**config.mk**
```make
export PLATFORM = sky130hd
export DESIGN_NAME = chan_arb_mux
export DESIGN_NICKNAME = d
export VERILOG_FILES = /design/src/rtl/chan_arb_mux.sv
export SDC_FILE = /design/constraint.sdc
export NUM_CORES = 1
export LEC_CHECK = 0
export ABC_AREA = 1
export CAP_MARGIN = 25
export CORE_ASPECT_RATIO = 1.75
export CORE_UTILIZATION = 40
export CTS_BUF_LIST = sky130_fd_sc_hd__clkbuf_8
export CTS_CLUSTER_SIZE = 40
export DETAILED_ROUTE_END_ITERATION = 8
export HOLD_SLACK_MARGIN = 0.08
export PLACE_DENSITY = 0.76
export SLEW_MARGIN = 20
export SYNTH_ARGS = -nofsm -noshare
export SYNTH_HDL_FRONTEND = slang
export SYNTH_SLANG_ARGS = --single-unit
```
**constraint.sdc**
```tcl
create_clock -name clk -period 2.3 [get_ports clk]
set_input_delay 0.46 -clock clk [delete_from_list [all_inputs] [get_ports clk]]
set_output_delay 0.46 -clock clk [all_outputs]
set_load 0.02 [all_outputs]
```
**src/rtl/chan_arb_mux.sv**
```systemverilog
// rtl/chan_arb_mux.sv - N-channel valid/ready arbiter with a one-entry registered output
module chan_arb_mux #(
    parameter int WIDTH = 8,
    parameter int N_CH  = 4,
    parameter int SEL_W = $clog2(N_CH)
) (
    input  logic                    clk,
    input  logic                    rst_n,
    input  logic [1:0]              mode,
    input  logic [SEL_W-1:0]        sel_i,
    input  logic [N_CH-1:0]         in_valid,
    input  logic [N_CH*WIDTH-1:0]   in_data,
    output logic [N_CH-1:0]         in_ready,
    output logic                    out_valid,
    output logic [WIDTH-1:0]        out_data,
    output logic [SEL_W-1:0]        out_ch,
    input  logic                    out_ready
);

    logic               r_out_valid;
    logic [WIDTH-1:0]   r_out_data;
    logic [SEL_W-1:0]   r_out_ch;
    logic [SEL_W-1:0]   r_rr_ptr;

    logic               w_take;
    logic               w_found;
    logic [SEL_W-1:0]   w_grant;
    logic [N_CH-1:0]    w_ready;

    assign w_take = ~r_out_valid | out_ready;

    always_comb begin
        int idx;
        w_found = 1'b0;
        w_grant = '0;
        idx     = 0;
        case (mode)
            2'b00: begin
                // Search starts at the pointer and wraps once around all channels.
                for (int i = 0; i < N_CH; i++) begin
                    idx = int'(r_rr_ptr) + i;
                    if (idx >= N_CH) idx = idx - N_CH;
                    if (!w_found && in_valid[idx]) begin
                        w_found = 1'b1;
                        w_grant = SEL_W'(idx);
                    end
                end
            end
            2'b10: begin
                if (int'(sel_i) < N_CH) begin
                    if (in_valid[sel_i]) begin
                        w_found = 1'b1;
                        w_grant = sel_i;
                    end
                end
            end
            default: begin
                for (int i = 0; i < N_CH; i++) begin
                    if (!w_found && in_valid[i]) begin
                        w_found = 1'b1;
                        w_grant = SEL_W'(i);
                    end
                end
            end
        endcase
    end

    always_comb begin
        w_ready = '0;
        if (rst_n && w_take && w_found) w_ready[w_grant] = 1'b1;
    end

    always_ff @(posedge clk) begin
        if (!rst_n) begin
            r_out_valid <= 1'b0;
            r_out_data  <= '0;
            r_out_ch    <= '0;
            r_rr_ptr    <= '0;
        end else if (w_take) begin
            r_out_valid <= w_found;
            if (w_found) begin
                r_out_data <= in_data[int'(w_grant)*WIDTH +: WIDTH];
                r_out_ch   <= w_grant;
                if (int'(w_grant) == N_CH-1) r_rr_ptr <= '0;
                else                         r_rr_ptr <= w_grant + SEL_W'(1);
            end
        end
    end

    assign in_ready  = w_ready;
    assign out_valid = r_out_valid;
    assign out_data  = r_out_data;
    assign out_ch    = r_out_ch;

endmodule

```
==> flow_summary.toml, run 1 <==
[drt]
routed_wl_mm = 4.58
wire_per_inst_um = 12.1
drt-initial-drc-count = 35
drc = 0
viasPerCell = 4.81
drt.antenna.violating_nets = 0
vias = 1822
first_pass_iters = 4

[floorplan]
num_io_pins = 58
die_h_um = 80.2
fp-row-count = 28
core_mm2 = 0.00336
fp.dieArea_mm2 = 0.00375
initial_utilization_pct = 41.6
die_w_um = 46.7

[global_routing]
grt_antenna_before_repair = 0
grt_max_degree = 22
grt_usage_pct = 24.5
grt_pass1_wl_mm = 6.86
overflow = 0
grt_pass1_vias = 1707

[critical_path]
r2r-end = "out_data[2]"
cp-endpoint = "in_ready[3]"
worstRegToRegCells = 17
crit_type = "reg2out"
worstPathRequired_ps = 1840
worst_setup_path_start_kind = "register"
rrSetupSlack_ps = 200
cp.arrival_ps = 2010
path_max_fanout = 7
endpoint_kind = "output port"
r2r-start = "r_rr_ptr[0]"
cp-startpoint = "r_rr_ptr[0]"

[job]
maxCapViolations = 0

[logic_synthesis]
synthSimpleGateAreaFrac_pct = 48.7
yosys-top-cells-area = "nand2_1, dfxtp_1, nand3_1, inv_1, nand2_2"
synth_top_family_by_area = "simple AND/OR/NAND/NOR gates"
synthArstFlopShare_pct = 0
synth.distinct_cells = 22
ys_warn_count = 0
yosysSeqAreaShare_pct = 18.6
synthXorXnorAreaFrac_pct = 0
synth_common_cells = "nand2_1, inv_1, nand3_1, nand2_2, dfxtp_1"
synth_nets = 292
synth_edf_count = 0
synth-seq-cells = 13
syn_inst = 245
netlist.area_leader.share_pct = 19.3
synthAdderAreaFrac_pct = 3.58
yosysTopAreaCell = "nand2_1"
synth-compound-area-share_pct = 10.9
syn_area_mm2 = 0.00140
syn_area_per_cell_um2 = 5.71
ys.flop_type = "dfxtp_1"
yosysMostFrequentCell = "nand2_1"
synth.area.mux_share_pct = 0

[finish]
syn_to_final_growth_pct = 75.4
n_antenna_cell = 0
fill_cells = 268
nets = 382
fin_util_pct = 73.0
drive_gt1_share_pct = 33.5

[timing]
maxSlewHeadroom_pct = 81.6
setup_viol = 4
slew_viol_final = 0
setup_ws_ps = -174
fmax_mhz = 404
period_share_pct = 108
period_minus_slack_ps = 2470
rsz0062_at_grt = "true"
fin_skew_ps = 4.83
final-hold-violation-count = 0
worst_pin_slew_ps = 276

[hold_path]
worstHoldPathType = "reg2reg"

[power]
totalPowerFinal_uw = 1150
cellLeakagePower_uw = 0.00129
powerDensity_mw_per_mm2 = 467
ir_drop_mv = 0.584

[cts]
cts_tree = "done"
cts_sinks = 13
htreeDepth = 1
hold_buffers = 0
numCtsBuffers = 3
cts-root-buf = "clkbuf_8"
clk_path_buf_depth = 2
cts.clk_slew.worst_paths_ps = 60
clk-insertion-delay-late_ps = 240

[place]
io_buffers = 57
dp_hpwl_mm = 3.28
place_congestion = 0.828

[run_status]
violations = "setup timing"
outcome = "finished with violations"
==> cell families after synthesis <==
kind of cell / Yosys count
fa+ha+maj: 4
compound gates: 25
flops: 13
buf+inv: 58
simple gates: 145
==> power by group <==
group / leakage, uW / switching [uW] / internal (uW)
sequential: 0.000109 / 21.4 / 256
clock: 0.0000269 / 81.4 / 118
combinational: 0.00116 / 353 / 317
==> critical path: stages, from the launching register on <==
cell	delay, ps
dfxtp_4	380
buf_8	150
nand2_4	60
nand3_2	90
nand2_2	70
nor2_4	140
nand2_1	80
nand3_2	80
nand2_2	60
nand2_2	70
nand2_4	90
inv_4	100
ha_4	150
inv_2	40
nor2_4	70
buf_6	120
==> registers in the layout, indices dropped and copies added (netlist names) <==
register   cells
out_data       8
out_ch         2
r_rr_ptr       2
out_valid      1
==> layer usage <==
metal | up-vias | wire length, um | GRT usage [%]
met1 | 800 | 1630 | 24.0
met2 | 67 | 2600 | 48.5
li1 | 936 | - | -
met3 | 19 | 143 | 2.25
met4 | 0 | 213 | 8.57
met5 | - | 0 | 0
==> worst min path at each step <==
stage                            from          end  cells after the start
after global placement      out_ch[0]    out_ch[0]                      2
after detailed placement    out_ch[0]    out_ch[0]                      2
after floorplan           r_rr_ptr[1]  r_rr_ptr[1]                      2
after CTS                   out_ch[0]    out_ch[0]                      2
after global routing        out_ch[0]    out_ch[0]                      2
final                       out_ch[0]    out_ch[0]                      2
==> through the flow <==
step	TNS (ps)	cell area, um^2	std cells	setup slack (ps)	hold WS, ps
global route	-995	2450	379	-266	541
detailed placement	-5290	2130	361	-980	508
floorplan	0	1400	245	38.9	538
CTS	-603	2310	373	-156	520
finish	-578	2450	379	-174	517
global placement	-4860	2130	361	-879	513
==> what timing repair did <==
action,CTS,global route
pin swaps,15,14
resized for setup,56,40
endpoints found under the setup margin,4,4
setup buffers,8,6
==> placed cells by master (no fill, tap or decap), types with 7 or more instances in the layout <==
master and count:
nand2_4 7, nand2_2 23, inv_1 39, nand3_2 7, clkdlybuf4s50_1 46, a21oi_1 7, nand2_1 60, inv_2 8
nand3_1 38, buf_4 35, dfxtp_1 11, o21a_1 8
==> final cells by class <==
class                   count  area, um^2  area share [%]
repair buffers             94         846            34.5
well taps                  45        56.3            2.29
flip-flops and latches     13         265            10.8
multi-input cells         174        1050            42.7
clock buffers               3        41.3            1.68
clock inverters             1        3.75           0.153
inverters                  49         194            7.90
Power figures use the tool's default switching activity.
==> inputs of run 2 (changes only) <==
--- a/config.mk
+++ b/config.mk
@@ -8,12 +8,12 @@
 export ABC_AREA = 1
 export CAP_MARGIN = 25
 export CORE_ASPECT_RATIO = 1.75
-export CORE_UTILIZATION = 40
+export CORE_UTILIZATION = 44
 export CTS_BUF_LIST = sky130_fd_sc_hd__clkbuf_8
 export CTS_CLUSTER_SIZE = 40
 export DETAILED_ROUTE_END_ITERATION = 8
 export HOLD_SLACK_MARGIN = 0.08
-export PLACE_DENSITY = 0.76
+export PLACE_DENSITY = 0.82
 export SLEW_MARGIN = 20
 export SYNTH_ARGS = -nofsm -noshare
 export SYNTH_HDL_FRONTEND = slang
==> run 2 against run 1 <==
  * The run still ends with setup timing left
  * Utilization rose by 8.4 points
  * Clock skew is 2.8 ps lower
  * Routed wire length did not move
  * Sequential share of layout area rose by 0.31 points
  * Global-route usage grew 1.9 points
  * Power shrank 1.5%
  * Non-clock buffer count fell by 7
  * Sequential power hardly changed
  * Combinational power down 2%
  * First-iteration DRC count shrank 11%
  * Sequential cell count did not move
  * Maximum frequency decreased by 2.4%
  * Critical path type unchanged
  * Largest cell class unchanged
==> flow_summary.toml, run 2 (synthesized netlist as in run 1, its figures left out) <==
[finish]
drive_gt1_share_pct = 30.6
nets = 375
syn_to_final_growth_pct = 72.2
final_cell_mix = "nand2_1, clkdlybuf4s50_1, nand3_1, inv_1, buf_4"
largest_register_ffs = 8
final_common_cell = "nand2_1"
n_antenna_cell = 0
final_area_mm2 = 0.00241
layout.cells.non_filler = 369

[run_status]
violations = "setup timing"
outcome = "finished with violations"

[cts]
htreeDepth = 1
clk_path_buf_depth = 2
numCtsBuffers = 3
hold_buffers = 0
cts-root-buf = "clkbuf_8"
cts.clk_slew.worst_paths_ps = 50
clk-insertion-delay-late_ps = 240
cts_sinks = 13
cts_tree = "done"

[place]
placed_cells = 357
place_congestion = 0.885
dpl_worst_slack_ps = -876
dp_hpwl_mm = 3.24
io_buffers = 57
placed_cell_area_mm2 = 0.00213

[global_routing]
grt_usage_pct = 26.5
met1_usage_pct = 24.1
grt_max_degree = 22
overflow = 0
grt_antenna_before_repair = 0
grt_pass1_vias = 1714
grt_use_met2_pct = 54.1
grt_pass1_wl_mm = 6.91
gr-max-usage-layer = "met2"
use_met3_pct = 4.03

[drt]
first_pass_iters = 4
viasPerCell = 4.88
drt.antenna.violating_nets = 0
drc = 0
drt-initial-drc-count = 31
vias = 1802
wire_per_inst_um = 12.4
routed_wl_mm = 4.58

[critical_path]
path_max_fanout = 4
worstPathRequired_ps = 1840
endpoint_kind = "output port"
crit_type = "reg2out"
cp.arrival_ps = 2070
worst_setup_path_start_kind = "register"

[floorplan]
num_io_pins = 58
core_mm2 = 0.00296
fp.dieArea_mm2 = 0.00342
fp-row-count = 26
die_h_um = 76.6
initial_utilization_pct = 47.3
die_w_um = 44.6

[hold_path]
worstHoldPathType = "reg2reg"

[timing]
final-hold-violation-count = 0
fin_skew_ps = 2.05
rsz0062_at_grt = "true"
fmax_mhz = 395
period_minus_slack_ps = 2530
setup_viol = 4
worst_pin_slew_ps = 292
period_share_pct = 110
slew_viol_final = 0
setup_ws_ps = -234
maxSlewHeadroom_pct = 80.3

[power]
cellLeakagePower_uw = 0.00125
ir_drop_mv = 0.623
powerDensity_mw_per_mm2 = 469

[job]
maxCapViolations = 0
==> run 2: worst paths after layout <==
check                                 start  depth (start not counted)  slack, ps     endpoint
worst max-delay path            r_rr_ptr[0]                         16       -230  in_ready[1]
worst min-delay path              out_ch[0]                          2        540    out_ch[0]
worst max register to register  r_rr_ptr[0]                         19        120  out_data[2]
worst min register to register    out_ch[0]                          2        540    out_ch[0]
==> run 2: layer usage <==
layer  vias up  share of wire (%)
met5         -                  0
li1        917                  -
met4         0                4.9
met3        14                3.4
met1       809                 34
met2        62                 58
==> run 2: where the power goes <==
part	switching, uW	internal (uW)	leakage [uW]
Clock	78.0	118	0.0000269
Combinational	350	305	0.00111
Sequential	22.7	256	0.000109
==> run 2: final cells by class <==
| class | instances | area, um^2 |
|---|---|---|
| clock buffers | 3 | 41.3 |
| clock inverters | 1 | 3.75 |
| fillers | 206 | 552 |
| inverters | 49 | 199 |
| multi-input cells | 174 | 1040 |
| flip-flops and latches | 13 | 268 |
| well taps | 42 | 52.6 |
| repair buffers | 87 | 805 |
==> run 2: critical path: stages, from the launching register on <==
cell	delay, ps
dfxtp_4	380
clkbuf_16	170
nand2_1	110
nand2_1	80
nand2_1	60
nand2_1	70
nand2_2	60
nand2_1	50
nand2_1	70
nand3_2	80
nand2_4	100
nand2_8	80
inv_6	70
ha_1	130
inv_1	30
nor2_1	120
buf_4	170
==> run 2: stage by stage <==
stage / hold slack (ps) / TNS (ps) / power [uW] / util (%)
2_1_floorplan: 538 / 0 / 604 / -
3_3_place_gp: 510 / -4830 / 829 / 71.9
3_5_place_dp: 519 / -5390 / 833 / 71.9
4_1_cts: 532 / -505 / 1040 / 74.5
5_1_grt: 558 / -1270 / 1210 / 81.4
6_report: 540 / -662 / 1130 / 81.4
==> run 2: repair_timing <==
action,4_1_cts,5_1_grt
gates cloned,0,1
buffers inserted,4,3
pin swaps,6,21
setup endpoints to repair,5,4
gates resized for setup,41,49
==> RTL edit: new RTL, config.mk and constraints of run 2 <==
Add an input register stage for `mode`, without a reset; this delays it by one clock. The other inputs are not delayed to match.
--- a/src/rtl/chan_arb_mux.sv
+++ b/src/rtl/chan_arb_mux.sv
@@ -18,4 +18,10 @@
 );
 
+    logic [1:0] mode_q;
+
+    always_ff @(posedge clk) begin
+        mode_q <= mode;
+    end
+
     logic               r_out_valid;
     logic [WIDTH-1:0]   r_out_data;
@@ -35,5 +41,5 @@
         w_grant = '0;
         idx     = 0;
-        case (mode)
+        case (mode_q)
             2'b00: begin
                 // Search starts at the pointer and wraps once around all channels.
Check against the original RTL: not equivalent (Yosys sat finds a counterexample within 4 cycles, from zero or initial values and one cycle with rst_n low).
==> RTL edit against run 2 <==
Register-to-register slack improved by 0.05 ns; worst setup slack improved by 0.11 ns; cell area shrank 8.5%; area after synthesis down 6.5%; sequential cell count rose by 2; power is 0.13% higher; via count is 5.6% lower; highest routed layer unchanged; critical endpoint is now in_ready[2]; non-clock buffer count shrank 1; routed wire length is 6.8% lower; the flow still finishes with violations (setup timing); clock skew grew 0.0025 ns; critical path depth shrank 1.
==> RTL edit: results (changes against run 2) <==
Logic synthesis
  • Complex-gate fraction of the synthesized area: 10.9% (about the same)
  • Adder-cell share of the synthesized area: 3.83% (+0.25 points)
  • XOR/XNOR Fraction of Synth Area: 0% (unchanged)
  • Most common library cells after synthesis: nand2_1, inv_1, nor2_1
  • Post-synthesis sequential area ratio: 23.0% (+4.4 points)
  • Area contributors post-synth: nand2_1, dfxtp_1, inv_1
  • Avg Inst Size Synth: 5.97 um2 (+4.6%)
  • Async set-or-reset flop fraction in the synthesized netlist: 0% (unchanged)
  • Post-synth cell types: 29 (+32%)
  • Synth Net Count: 266 (-8.9%)
  • Top cell type's share of synthesized area: 23.8% (+4.5 points)
  • Ys Warns: 0 (unchanged)

STA
  • Fin. Hold Viols: 0 (unchanged)
  • Final worst slack: -0.126 ns (+0.108 ns)
  • # setup viols final: 4 (unchanged)
  • Clock Skew: 0.00452 ns (+0.00247 ns)
  • Slew margin rel.: 57.2% (-23 points)

Setup path
  • Arr. time, crit path: 1.97 ns (-0.10 ns)
  • RR Endpoint: out_data[4]$_SDFFE_PN0P_
  • Critical path startpoint: in_valid[3]
  • R2R Setup Slk: 0.17 ns (+0.05 ns)
  • Worst setup path end: in_ready[2]
  • CP max FO: 5 (+1)
  • Worst reg-to-reg path cell count: 15 (-4)

Global routing
  • Gr usage total: 26.3% (-0.14 points)
  • Largest net degree at the start of global routing: 12 (-45%)
  • Vias in the first global route: 1600 (-6.7%)
  • First-pass GRT wire length: 6.45 mm (-6.7%)

Final layout
  • Non-clk buf share: 35.6% (+2.2 points)
  • Multi-input gates: 165 (-5.2%)
  • Filler cell count: 206 (unchanged)
  • Final cell count without fillers: 330 (-11%)
  • Layout clock area frac: 2.10% (+0.23 points)
  • Nets: 351 (-6.4%)
  • Max reg flops: 8 (unchanged)
  • Sequential share of cell area: 13.8% (+2.7 points)
  • Area of the multi-input gates: 897 um2 (-14%)
  • Nonclk inv count: 33 (-33%)
  • Non-clk bufs: 86 (-1.1%)
  • Share of cells above drive strength 1: 26.1% (-4.5 points)

Power and ir drop
  • Sw Ratio: 38.3% (-1.6 points)
  • Peak supply drop: 0.421 mV (-32%)
  • Lkg Pwr: 0.00112 uW (-10%)

Status
  • Status: complete, but fails checks
  • Failing checks: setup timing

Clock tree
  • CTS H-Tree Depth: 1 (unchanged)
  • Sink Count: 15 (+2)
  • Clock buffers created by TritonCTS: 3 (unchanged)
  • CTS resizes: 46 (+12%)
  • Clk pin slew, worst setup/hold paths: 0.06 ns
  • Setup Buffers After CTS: 5 (+1)
  • Clock latency on the worst-skew pair: 0.26 ns (+0.02 ns)

Route
  • Via-to-Cell Ratio: 5.15 (+5.6%)
  • Iter 0 DRT Violations: 47 (+52%)
  • WL/cell: 12.9 um (+4.2%)

Place
  • Port bufs: 57 (unchanged)
  • Routability-driven placement congestion ratio: 0.929 (+5.0%)
  • Placement Setup Slack: -0.904 ns (-0.0273 ns)
  • Placed insts: 319 (-11%)
  • Hpwl dp: 3.10 mm (-4.3%)
-- RTL edit: worst max-delay path, cell delays in order --
cell	delay (ns)
dlygate4sd2_1	0.25
inv_2	0.07
nand2_2	0.09
nand3_1	0.10
nand2_1	0.10
nand2_2	0.07
nand2_1	0.07
nand2_1	0.06
nand3_2	0.08
nand3_4	0.11
inv_4	0.11
ha_4	0.13
inv_2	0.03
nor2_2	0.11
buf_6	0.12
-- RTL edit: per-stage QoR --
step	util [%]	hold slack (ns)	cell area, um2	TNS, ns
final	80.1	0.503	2200	-0.440
after global placement	74.2	0.487	2040	-3.55
after detailed placement	74.2	0.483	2040	-4.06
after floorplan	-	0.488	1310	0
after global routing	80.1	0.527	2200	-0.857
after CTS	77.5	0.502	2130	-0.262
-- RTL edit: power by group through the flow --
| stage | sequential (uW) | combinational, uW | clock, uW |
|---|---|---|---|
| after floorplan | 347 | 264 | 0 |
| after global placement | 317 | 522 | 0 |
| after detailed placement | 318 | 528 | 0 |
| after CTS | 317 | 547 | 227 |
| after global routing | 325 | 636 | 238 |
| final | 320 | 586 | 225 |
-- RTL edit: worst min path at each step --
stage	endpoint	slack, ns	depth (start not counted)
CTS	out_ch[0]$_SDFFE_PN0P_	0.50	2
global placement	out_ch[0]$_SDFFE_PN0P_	0.49	2
finish	out_ch[0]$_SDFFE_PN0P_	0.50	2
detailed placement	out_ch[0]$_SDFFE_PN0P_	0.48	2
floorplan	mode_q[0]$_DFF_P_	0.49	0
global route	out_ch[0]$_SDFFE_PN0P_	0.53	2
-- RTL edit: per-layer routing --
layer | GRT usage, % | vias to the layer above | part of all wire (%)
met2 | 52.4 | 63 | 58
met4 | 13.5 | 0 | 2.8
met1 | 25.3 | 764 | 36
met3 | 2.91 | 13 | 3.9
li1 | - | 861 | -
met5 | 0 | - | 0
